===== config.mk =====
export PLATFORM = sky130hd
export DESIGN_NAME = serial_negate_unit
export DESIGN_NICKNAME = d
export VERILOG_FILES = /design/src/rtl/serial_negate_unit.sv
export SDC_FILE = /design/constraint.sdc
export NUM_CORES = 1
export LEC_CHECK = 0
export BUFFER_PORTS_ARGS = -buffer_cell sky130_fd_sc_hd__clkbuf_2
export CORE_MARGIN = 2
export CORE_UTILIZATION = 50
export CTS_BUF_LIST = sky130_fd_sc_hd__clkbuf_8
export DETAILED_ROUTE_END_ITERATION = 12
export GPL_TIMING_DRIVEN = 0
export HOLD_SLACK_MARGIN = 0.06
export MAX_ROUTING_LAYER = met4
export PLACE_DENSITY = 0.73
export SLEW_MARGIN = 20
export SYNTH_ARGS = -nofsm -noshare
export SYNTH_HDL_FRONTEND = slang
export SYNTH_SLANG_ARGS = --single-unit

===== constraint.sdc =====
create_clock -name clk -period 6.7 [get_ports clk]
set_clock_uncertainty 0.1 [all_clocks]
set_input_delay 0.335 -clock clk [delete_from_list [all_inputs] [get_ports clk]]
set_output_delay 0.335 -clock clk [all_outputs]
set_load 0.1 [all_outputs]

===== src/rtl/serial_negate_unit.sv =====
// Multi-cycle two's-complement pass/negate/abs/negative-abs unit.
// The operand is processed CHUNK bits per cycle, and the +1 is carried between cycles.
module serial_negate_unit #(
  parameter int WIDTH = 32,
  parameter int CHUNK = 8,
  parameter bit SAT   = 1'b0
) (
  input  logic             clk,
  input  logic             rst,
  input  logic             in_valid,
  output logic             in_ready,
  input  logic [WIDTH-1:0] in_data,
  input  logic [1:0]       in_mode,
  output logic             out_valid,
  input  logic             out_ready,
  output logic [WIDTH-1:0] out_data,
  output logic             out_ovf
);

  localparam int NCHUNK = WIDTH / CHUNK;
  localparam int IDXW   = (NCHUNK > 1) ? $clog2(NCHUNK) : 1;
  localparam logic [WIDTH-1:0] MIN = {1'b1, {(WIDTH-1){1'b0}}};
  localparam logic [WIDTH-1:0] MAX = {1'b0, {(WIDTH-1){1'b1}}};
  localparam logic [IDXW-1:0]  LAST_IDX = IDXW'(NCHUNK - 1);

  typedef enum logic [1:0] {
    S_IDLE = 2'd0,
    S_BUSY = 2'd1,
    S_DONE = 2'd2
  } state_t;

  state_t           r_state;
  state_t           w_next_state;
  logic [WIDTH-1:0] r_data;
  logic [IDXW-1:0]  r_idx;
  logic             r_carry;
  logic             r_inv;
  logic             r_is_min;
  logic [WIDTH-1:0] r_out_data;
  logic             r_out_ovf;

  logic             w_inv_new;
  logic             w_last;
  logic             w_ovf;
  logic [CHUNK-1:0] w_chunk;
  logic [CHUNK:0]   w_sum;
  logic [WIDTH-1:0] w_next_data;

  assign in_ready  = (r_state == S_IDLE) && !rst;
  assign out_valid = (r_state == S_DONE);
  assign out_data  = r_out_data;
  assign out_ovf   = r_out_ovf;

  assign w_last = (r_idx == LAST_IDX);
  assign w_ovf  = r_inv & r_is_min;
  assign w_sum  = {1'b0, w_chunk ^ {CHUNK{r_inv}}} + {{CHUNK{1'b0}}, r_carry};

  // Invert decision for the operand being offered.
  always_comb begin
    w_inv_new = 1'b0;
    case (in_mode)
      2'b00:   w_inv_new = 1'b0;
      2'b01:   w_inv_new = 1'b1;
      2'b10:   w_inv_new = in_data[WIDTH-1];
      2'b11:   w_inv_new = ~in_data[WIDTH-1];
      default: w_inv_new = 1'b0;
    endcase
  end

  // Pick the chunk addressed by r_idx, then write its sum back into the word.
  always_comb begin
    w_chunk = {CHUNK{1'b0}};
    for (int k = 0; k < NCHUNK; k++) begin
      w_chunk = (r_idx == IDXW'(k)) ? r_data[k*CHUNK +: CHUNK] : w_chunk;
    end
  end

  always_comb begin
    w_next_data = r_data;
    for (int k = 0; k < NCHUNK; k++) begin
      w_next_data[k*CHUNK +: CHUNK] = (r_idx == IDXW'(k)) ? w_sum[CHUNK-1:0]
                                                           : r_data[k*CHUNK +: CHUNK];
    end
  end

  // Next-state logic.
  always_comb begin
    w_next_state = r_state;
    case (r_state)
      S_IDLE: begin
        if (in_valid) w_next_state = S_BUSY;
        else          w_next_state = S_IDLE;
      end
      S_BUSY: begin
        if (w_last) w_next_state = S_DONE;
        else        w_next_state = S_BUSY;
      end
      S_DONE: begin
        if (out_ready) w_next_state = S_IDLE;
        else           w_next_state = S_DONE;
      end
      default: w_next_state = S_IDLE;
    endcase
  end

  // State register.
  always_ff @(posedge clk or posedge rst) begin
    if (rst) r_state <= S_IDLE;
    else     r_state <= w_next_state;
  end

  // Operand capture, per-chunk datapath and result registers.
  always_ff @(posedge clk or posedge rst) begin
    if (rst) begin
      r_data     <= {WIDTH{1'b0}};
      r_idx      <= {IDXW{1'b0}};
      r_carry    <= 1'b0;
      r_inv      <= 1'b0;
      r_is_min   <= 1'b0;
      r_out_data <= {WIDTH{1'b0}};
      r_out_ovf  <= 1'b0;
    end else begin
      case (r_state)
        S_IDLE: begin
          if (in_valid) begin
            r_data   <= in_data;
            r_inv    <= w_inv_new;
            r_carry  <= w_inv_new;
            r_idx    <= {IDXW{1'b0}};
            r_is_min <= (in_data == MIN);
          end
        end
        S_BUSY: begin
          r_data  <= w_next_data;
          r_carry <= w_sum[CHUNK];
          r_idx   <= w_last ? {IDXW{1'b0}} : r_idx + 1'b1;
          if (w_last) begin
            // Negating MIN wraps back to MIN by itself; only saturation needs a substitute.
            r_out_data <= (w_ovf && SAT) ? MAX : w_next_data;
            r_out_ovf  <= w_ovf;
          end
        end
        S_DONE: begin
          r_out_data <= r_out_data;
        end
        default: begin
          r_idx <= {IDXW{1'b0}};
        end
      endcase
    end
  end

endmodule


==> reports/qor.yml, run 1 <==
synth:
  netlist_area_um2: 3887
  syn_nets: 466
  synth_area_leaders: "dfrtp_1 (46%), a21oi_1 (7.7%), nand2_1 (4.1%)"
  synth_edf_count: 0
  synth_area_leader_cell: "dfrtp_1"
  synth.top_cells.by_count: "dfrtp_1 (72), a21oi_1 (60), nand2_1 (42)"
  synth_cell_types: 46
  synth_top_cell_area_share: 0.4635
  ys.flop_type: "dfrtp_1"
  ys_ff_latch: 72
  synth_warnings: 0
  synth_most_common_cell: "dfrtp_1"
  ys_seq_area_frac: 0.4635
  synth-async-reset-ratio: 1.000
  synthesis.instances: 422
  syn_avg_cell_area_um2: 9.212
floorplan:
  rows: 32
  coreArea_um2: 7647
  start_util: 0.5083
  die_x_um: 92.18
  ios: 73
  die_height_um: 92.18
  die_area_um2: 8496
clock_network:
  cts.htree.levels: 3
  ctsHoldBuffers: 1
  clockRootBuffer: "clkbuf_8"
  cts_made_buffers: 9
  clk_pin_slew_ns: 0.08
  clk_latency_ns: 0.35
  cts_sinks: 72
  clock_path_buffers: 2
  cts_tree: "done"
  post_cts.repair.setup_buffers: 0
  cts_resized: 0
worst_setup_path:
  critPathTopFamily: "XOR/XNOR gates"
  critical_path.slowest_cell: "xor2_1"
  crit_path_max_fanout: 10
  worstPathRequired_ns: 6.78
  path_cells: "inv_1 -> ha_1 -> buf_2 -> buf_1 -> nor2_1 -> a21oi_1 -> o21ai_0 -> xnor2_1 -> ha_1 -> nand3b_1 -> a21oi_1 -> a21oi_1 -> xor2_1 -> o21ai_0"
  worstSetupPathType: "reg2reg"
  cp-start-kind: "flip-flop"
  cp-end-kind: "flip-flop"
  cp_num_buf_inv: 3
  cp_slowest_stage_delay_ns: 0.81
  critPathArrivalTime_ns: 4.24
  crit_path_frequent_cell: "a21oi_1"
sta:
  worst_pin_slew_ns: 1.025
  tns_ns: 0
  post-route-period-util: 0.6206
  slew_headroom: 0.3140
  drv_slew: 0
  fmax_ghz: 0.2405
  hold_viol: 0
  rsz0062_at_grt: "no"
  period_needed_ns: 4.158
  setup_violations: 0
finish:
  antenna_cells: 0
  fin_util: 0.6044
  final_nets: 551
  drive_gt1_frac: 0.1992
  syn2layout_area_growth_pct: 18.89
  fill_cells: 699
drt:
  detail_route.drc_violations: 0
  drt_pass1_iterations: 5
  drtIter0Drc: 421
  wl_per_cell_um: 19.56
  viasPerCell: 6.163
  drt_wl_total_um: 12010
  vias: 3784
  final_antenna_net_count: 0
placed_design:
  hpwl_um: 8903
  io_buffers: 72
  gp_congestion: 0.9305
global_routing:
  grtUsageTotal: 0.3065
  grt_overflow: 0
  antenna_found_initial: 0
  grt_pass1_vias: 3661
  grt_max_degree: 38
  grt_pass1_wl_um: 19240
hold_path:
  hp-class: "in2reg"
run:
  max_cap_viol_count: 0
outcome:
  status: "finished clean"
[worst paths after layout]
path,from,to,slack (ns),depth (start not counted)
max,r_idx[0],out_data[20],2.54,14
min,in_data[24],r_data[24],0.12,3
max reg2reg,r_idx[0],out_data[20],2.54,14
min reg2reg,out_ovf,out_ovf,0.37,2
max in group asynchronous,rst,r_data[21],5.48,4
min in group asynchronous,rst,r_data[16],0.46,3
[cells in the final DEF (no fill, tap or decap), types with 5 or more instances in the layout]
cell      instances
clkbuf_8         10
o21ai_0          31
nand3b_1          5
o22a_1           10
mux2i_1          10
inv_1            18
nor4_1            7
o22ai_1          25
nand2_1          42
buf_1             6
clkbuf_2         73
a21oi_1          60
dfrtp_1          72
nor3b_1           9
nor3_1            6
ha_1              6
o31ai_1           7
nand2b_1         10
xnor2_1          11
nor2_1           13
clkbuf_1         16
nand3_1           6
and3_1           12
[final cells by class]
cell class | count | area (um2) | share of cell area
Timing Repair Buffer | 74 | 390.4 | 0.08446
Tap cell | 102 | 127.6 | 0.02761
Multi-Input combinational cell | 304 | 1886 | 0.4080
Clock inverter | 6 | 76.32 | 0.01651
Buffer | 29 | 136.4 | 0.02951
Inverter | 17 | 66.31 | 0.01435
Clock buffer | 10 | 137.6 | 0.02978
Sequential cell | 72 | 1802 | 0.3898
[flip-flops by register name (all words and copies together) (netlist names)]
signal / cells
out_data: 32
r_data: 32
r_idx: 2
r_state: 2
out_ovf: 1
r_carry: 1
r_inv: 1
r_is_min: 1
[kinds of logic after synthesis]
group                    after synthesis  share of synthesized area
multiplexers                          10                    0.02575
AO/OA/AOI/OAI                        153                     0.2446
adder cells (fa/ha/maj)                6                    0.01931
AND/OR/NAND/NOR                      121                     0.1619
flip-flops                            72                     0.4635
XOR/XNOR                              14                    0.03347
buffers and inverters                 46                    0.05149
[metal layers]
| metal | up-vias | global-route usage | wire [um] |
|---|---|---|---|
| met2 | 216 | 0.4663 | 5490 |
| met5 | - | - | 0 |
| li1 | 1712 | - | - |
| met1 | 1817 | 0.3976 | 5034 |
| met4 | 0 | 0.1443 | 462 |
| met3 | 39 | 0.05916 | 1019 |
[worst register-to-register path: cells and delay by family (launching register included)]
family          cells  cell delay, ns
flops               1            0.42
simple gates        2            0.22
compound gates      5            0.91
xor+xnor            2            1.06
fa+ha+maj           2            0.48
buf+inv             3            0.83
[per-stage QoR]
step           hold WS, ns  area (um2)  setup slack [ns]  cells
6_report            0.1189        4622             2.542    614
5_1_grt            0.09341        4622             2.238    614
4_1_cts            0.09790        4622             2.581    614
3_5_place_dp        0.2957        4398             2.585    597
3_3_place_gp        0.3558        4375             2.707    596
2_1_floorplan       0.3427        3887             3.403    422
Power of run 1 is left out: the tool's default activity adds up to more than one toggle a clock period on the data nets, which glitch-free logic cannot reach.
==> inputs of run 2 (changes only) <==
--- a/config.mk
+++ b/config.mk
@@ -5,6 +5,7 @@
 export SDC_FILE = /design/constraint.sdc
 export NUM_CORES = 1
 export LEC_CHECK = 0
+export ABC_AREA = 1
 export BUFFER_PORTS_ARGS = -buffer_cell sky130_fd_sc_hd__clkbuf_2
 export CORE_MARGIN = 2
 export CORE_UTILIZATION = 50
@@ -13,7 +14,7 @@
 export GPL_TIMING_DRIVEN = 0
 export HOLD_SLACK_MARGIN = 0.06
 export MAX_ROUTING_LAYER = met4
-export PLACE_DENSITY = 0.73
+export PLACE_DENSITY = 0.72
 export SLEW_MARGIN = 20
 export SYNTH_ARGS = -nofsm -noshare
 export SYNTH_HDL_FRONTEND = slang
==> constraint.sdc (replaced) <==
create_clock -name clk -period 4.15 [get_ports clk]
set_clock_uncertainty 0.1 [all_clocks]
set_input_delay 0.2075 -clock clk [delete_from_list [all_inputs] [get_ports clk]]
set_output_delay 0.2075 -clock clk [all_outputs]
set_load 0.1 [all_outputs]
==> reports/qor.yml, run 2 <==
outcome:
  status: "finished clean"
clock_network:
  cts_tree: "done"
  clk_pin_slew_ns: 0.08  # about the same
  clk_latency_ns: 0.36  # about the same
  clockRootBuffer: "clkbuf_8"
  clock_path_buffers: 2  # unchanged
  cts_sinks: 72  # unchanged
  cts.htree.levels: 3  # unchanged
  post_cts.repair.setup_buffers: 0  # unchanged
  cts_made_buffers: 9  # unchanged
global_routing:
  grtUsageTotal: 0.3116  # +0.005070
  grt_util_met1: 0.4068  # +0.009171
  met3_usage: 0.06358  # +0.004422
  grt_overflow: 0  # unchanged
  grt_pass1_vias: 4295  # +17%
  grt_pass1_wl_um: 22390  # +16%
  antenna_found_initial: 0  # unchanged
  grt_use_met2: 0.4952  # +0.02889
  grt_max_degree: 49  # +29%
  grt-busiest-layer: "met2"
synth:
  syn_avg_cell_area_um2: 7.498  # -19%
  synth_area_leaders: "dfrtp_1 (42%), nand2_1 (18%), nand3_1 (7.8%)"
  syn_nets: 617  # +32%
  synth_cell_types: 41  # -11%
  synthesis.instances: 573  # +36%
  synth_edf_count: 0  # unchanged
  ys.flop_type: "dfrtp_1"
  synth_warnings: 0  # unchanged
  synth_top_cell_area_share: 0.4193  # -0.04413
  netlist_area_um2: 4297  # +11%
  synth-async-reset-ratio: 1.000  # unchanged
  ys_seq_area_frac: 0.4193  # -0.04413
  synth.top_cells.by_count: "nand2_1 (205), dfrtp_1 (72), nand3_1 (67)"
  synth_area_leader_cell: "dfrtp_1"
  synth_most_common_cell: "nand2_1"
  ys_ff_latch: 72  # unchanged
finish:
  final_nets: 717  # +30%
  fill_cells: 783  # +12%
  final_cells: 783  # +28%
  final_cell_mix: "nand2_1 (205), clkbuf_2 (72), dfrtp_1 (72)"
  syn2layout_area_growth_pct: 21.78
  antenna_cells: 0  # unchanged
  layout_commonest_cell: "nand2_1"
  drive_gt1_frac: 0.2301  # +0.03087
sta:
  slew_headroom: 0.4633  # +0.1492
  post-route-period-util: 0.7341  # +0.1135
  whs_ns: 0.07232  # -0.04655 ns
  fin_ws_ns: 1.104  # -1.438 ns
  worst_pin_slew_ns: 0.8051  # -0.2204 ns
  fmax_ghz: 0.3283  # +36%
  tns_ns: 0  # unchanged
  drv_slew: 0  # unchanged
  setup_violations: 0  # unchanged
  period_needed_ns: 3.046  # -1.112 ns
  hold_viol: 0  # unchanged
  rsz0062_at_grt: "no"
worst_setup_path:
  cp-end-kind: "flip-flop"
  r2r_end: "r_data[27]"
  endpoint: "r_data[27]"
  worstSetupPathType: "reg2reg"
  critPathArrivalTime_ns: 3.15  # -1.09 ns
  crit_path_max_fanout: 10  # unchanged
  timing.rr.start: "r_idx[1]"
  rr_worst_depth: 16  # +2
  r2r_setup_slack_ns: 1.10  # -1.44 ns
  startpoint: "r_idx[1]"
  cp-start-kind: "flip-flop"
  worstPathRequired_ns: 4.26  # -2.52 ns
placed_design:
  hpwl_um: 10060  # +13%
  dp_slack_ns: 1.197  # -1.389 ns
  gp_congestion: 0.9666  # +3.9%
  dp.cells: 751  # +26%
  io_buffers: 72  # unchanged
run:
  max_cap_viol_count: 0  # unchanged
drt:
  drt_pass1_iterations: 6  # +1
  final_antenna_net_count: 0  # unchanged
  drtIter0Drc: 192  # -54%
  detail_route.drc_violations: 0  # unchanged
  drt_wl_total_um: 13790  # +15%
  viasPerCell: 5.525  # -10%
  wl_per_cell_um: 17.61  # -9.9%
  vias: 4326  # +14%
floorplan:
  die_area_um2: 9351  # +10%
  die_x_um: 96.70  # +4.9%
  rows: 33  # +3.1%
  die_height_um: 96.70  # +4.9%
  coreArea_um2: 8258  # +8.0%
  start_util: 0.5203  # +0.01196
  ios: 73  # unchanged
hold_path:
  hp-class: "in2reg"
[run 2: cell types whose count changed in the layout (fill, tap and decap cells not counted), sizes merged, moves of 11 or more]
cell         delta
nand2         +178
dlygate4sd3    +15
and3           -12
xnor2          -11
nand3          +72
a21oi          -40
inv            +32
o22ai          -22
[run 2: kinds of logic (layout without fill, tap and decap cells)]
kind of cell / count (synthesis) / after routing / synth area share
buffers and inverters: 78 / 183 / 0.08387
DFF: 72 / 72 / 0.4193
adders and majority gates: 6 / 6 / 0.01747
xor gates and xnor gates: 4 / 4 / 0.009903
AOI/OAI and AO/OA: 73 / 73 / 0.09989
and+or+nand+nor: 340 / 340 / 0.3695
[run 2: how the worst min path moves through the flow]
stage                      from          to  slack [ns]  cells after the start
CTS                 in_data[20]  r_data[20]        0.07                      3
detailed placement          rst  r_state[1]        0.12                      2
floorplan             out_ready  r_state[1]        0.19                      1
global route        in_data[20]  r_data[20]        0.07                      3
finish              in_data[20]  r_data[20]        0.07                      3
global placement      out_ready  r_state[1]        0.30                      2
[run 2: cell type report]
type | instances | area (um2) | area share
clock inverters | 5 | 102.6 | 0.01961
inverters | 51 | 198.9 | 0.03802
well taps | 105 | 131.4 | 0.02511
plain buffers | 27 | 163.9 | 0.03132
repair buffers | 89 | 548.0 | 0.1047
multi-input cells | 423 | 2135 | 0.4079
clock buffers | 11 | 151.4 | 0.02893
flip-flops and latches | 72 | 1802 | 0.3443
[run 2: per-layer routing]
layer / part of all wire / vias up
met5: 0 / -
met4: 0.019 / 0
met3: 0.078 / 23
met2: 0.47 / 198
met1: 0.43 / 2045
li1: - / 2060
[run 2: worst max-delay path, stage by stage, from the launching register on]
cell and delay (ns):
dfrtp_1 0.38, inv_1 0.08, ha_1 0.22, buf_6 0.16
inv_6 0.08, buf_12 0.12, nand2_1 0.10, o22ai_1 0.21
o21ai_0 0.11, nand2_1 0.08, xor2_1 0.20, ha_1 0.24
nand4_2 0.17, xor2_1 0.37, nand2_1 0.16, nand2_1 0.08
o21ai_1 0.06
[run 2: stage by stage]
stage                       util  cell area [um2]
final                     0.6336             5233
after global routing      0.6336             5233
after CTS                 0.6336             5233
after detailed placement  0.5835             4818
after global placement    0.5798             4788
after floorplan                -             4297
[run 2: what timing repair did]
item / CTS / global route
setup endpoints to repair: 0 / 0
hold buffers: 16 / 0
gates resized for setup: 0 / 0
hold endpoints to repair: 37 / 0
Power of run 2 is left out for the same reason.
==> inputs of run 3 (changes only) <==
--- a/config.mk
+++ b/config.mk
@@ -14,7 +14,7 @@
 export GPL_TIMING_DRIVEN = 0
 export HOLD_SLACK_MARGIN = 0.06
 export MAX_ROUTING_LAYER = met4
-export PLACE_DENSITY = 0.72
+export PLACE_DENSITY = 0.75
 export SLEW_MARGIN = 20
 export SYNTH_ARGS = -nofsm -noshare
 export SYNTH_HDL_FRONTEND = slang
==> constraint.sdc (replaced) <==
create_clock -name clk -period 2.6 [get_ports clk]
set_clock_uncertainty 0.1 [all_clocks]
set_input_delay 0.13 -clock clk [delete_from_list [all_inputs] [get_ports clk]]
set_output_delay 0.13 -clock clk [all_outputs]
set_load 0.1 [all_outputs]
==> reports/qor.yml, run 3 (synthesis gave the netlist of run 2 again) <==
outcome:
  status: "complete, but fails checks"
  violations: "negative setup slack"
drt:
  route.met2.wl_um: 7176  # +11%
  drt_pass1_iterations: 7  # +1
  wl_per_cell_um: 18.76  # +6.5%
  top_layer: "met4"
  drt_wl_total_um: 15270  # +11%
  viasPerCell: 5.748  # +4.0%
  vias: 4679  # +8.2%
  met1Wirelength_um: 6057  # +1.4%
  final_antenna_net_count: 0  # unchanged
  met3_wirelength_um: 1295  # +21%
  detail_route.drc_violations: 0  # unchanged
  drtIter0Drc: 459  # +140%
floorplan:
  coreArea_um2: 8258  # unchanged
  ios: 73  # unchanged
  rows: 33  # unchanged
  start_util: 0.5203  # unchanged
  die_area_um2: 9351  # unchanged
  die_x_um: 96.70  # unchanged
  die_height_um: 96.70  # unchanged
worst_setup_path:
  critPathArrivalTime_ns: 2.79  # -0.36 ns
  worstPathRequired_ns: 2.75  # -1.51 ns
  cp-end-kind: "flip-flop"
  worstSetupPathType: "reg2reg"
  cp-start-kind: "flip-flop"
  crit_path_max_fanout: 10  # unchanged
sta:
  rsz0062_at_grt: "yes"
  fmax_ghz: 0.3777  # +15%
  fin_ws_ns: -0.04776  # -1.151 ns
  setup_violations: 26  # +26
  hold_viol: 0  # unchanged
  drv_slew: 0  # unchanged
  slew_headroom: 0.4268  # -0.03648
  period_needed_ns: 2.648  # -0.3986 ns
  worst_pin_slew_ns: 0.8598  # +0.05472 ns
  post-route-period-util: 1.018  # +0.2843
placed_design:
  io_buffers: 72  # unchanged
  dp_slack_ns: -0.5012  # -1.698 ns
  hpwl_um: 10400  # +3.4%
  gp_congestion: 0.9519  # -1.5%
finish:
  drive_gt1_frac: 0.3244  # +0.09431
  syn2layout_area_growth_pct: 38.88
  final_nets: 748  # +4.3%
  final_cell_mix: "nand2_1 (192), clkbuf_2 (73), dfrtp_1 (72)"
  layout_commonest_cell: "nand2_1"
  antenna_cells: 0  # unchanged
clock_network:
  cts_sinks: 72  # unchanged
  cts.htree.levels: 3  # unchanged
  clk_pin_slew_ns: 0.08  # about the same
  clk_latency_ns: 0.36  # about the same
  cts_tree: "done"
  clock_path_buffers: 2  # unchanged
  cts_made_buffers: 9  # unchanged
  clockRootBuffer: "clkbuf_8"
global_routing:
  grt_overflow: 0  # unchanged
  grt_pass1_vias: 4655  # +8.4%
  grtUsageTotal: 0.3389  # +0.02738
  grt_pass1_wl_um: 24100  # +7.6%
  grt_max_degree: 53  # +8.2%
  antenna_found_initial: 0  # unchanged
hold_path:
  hp-class: "in2reg"
run:
  max_cap_viol_count: 0  # unchanged
==> run 3: changes by cell type in the layout (fill, tap and decap cells not counted), sizes merged <==
cell         previous run  this run
dlygate4sd3            16        32
buf                    13        28
bufinv                  3         5
clkinv                  1         0
clkinvlp                1         0
==> run 3: through the flow <==
| step | hold WS [ns] | std cells | TNS (ns) | util | area [um2] |
|---|---|---|---|---|---|
| 3_5_place_dp | 0.02112 | 751 | -11.88 | 0.5841 | 4823 |
| 6_report | 0.05742 | 814 | -0.5331 | 0.7226 | 5967 |
| 5_1_grt | 0.06568 | 814 | -5.590 | 0.7226 | 5967 |
| 3_3_place_gp | 0.2048 | 750 | -37.17 | 0.5805 | 4793 |
| 4_1_cts | 0.06644 | 812 | -0.1429 | 0.7015 | 5793 |
| 2_1_floorplan | 0.1163 | 573 | 0 | - | 4302 |
==> run 3: path summary, 6_finish.rpt <==
kind                                  start          end  slack (ns)  cells after the start
worst max-delay path               r_idx[1]   r_data[21]       -0.05                     16
worst min-delay path             in_data[4]    r_data[4]        0.06                      5
min in group asynchronous               rst   r_state[0]        0.21                      3
worst min register to register  out_data[0]  out_data[0]        0.37                      2
max in group asynchronous               rst   r_data[19]        1.63                      4
worst max register to register     r_idx[1]   r_data[21]       -0.05                     16
==> run 3: routing by layer <==
| layer | up-vias | GRT usage |
|---|---|---|
| met5 | - | - |
| met4 | 0 | 0.1712 |
| met1 | 2212 | 0.4337 |
| met3 | 63 | 0.05491 |
| met2 | 282 | 0.5235 |
| li1 | 2122 | - |
==> run 3: area by class of cell <==
| cell class | count | area [um2] |
|---|---|---|
| buffer | 26 | 168.9 |
| clock buffer | 11 | 151.4 |
| clock inverter | 5 | 150.1 |
| fill | 663 | 2291 |
| inverter | 51 | 206.4 |
| multi-input combinational | 423 | 2521 |
| sequential | 72 | 1802 |
| tap | 105 | 131.4 |
| timing repair buffer | 121 | 835.8 |
==> run 3: timing repair <==
action	in CTS	in global routing
endpoints found under the setup margin	60	57
hold endpoints to repair	103	0
pin swaps	16	19
gates resized for setup	59	35
setup buffers	13	3
hold buffers	32	0
==> run 3: critical path, cell delays in order, from the launching register on <==
cell and delay (ns):
dfrtp_1 0.41, buf_6 0.13, ha_2 0.17, buf_6 0.12
buf_8 0.14, a21oi_2 0.12, o21ai_2 0.08, nand2_2 0.08
xor2_2 0.17, ha_2 0.22, nand3_4 0.15, inv_4 0.11
nand3_4 0.12, nand2_4 0.14, nand3_2 0.08, nand3_1 0.12
nand3_1 0.07
Power of run 3 is left out for the same reason.
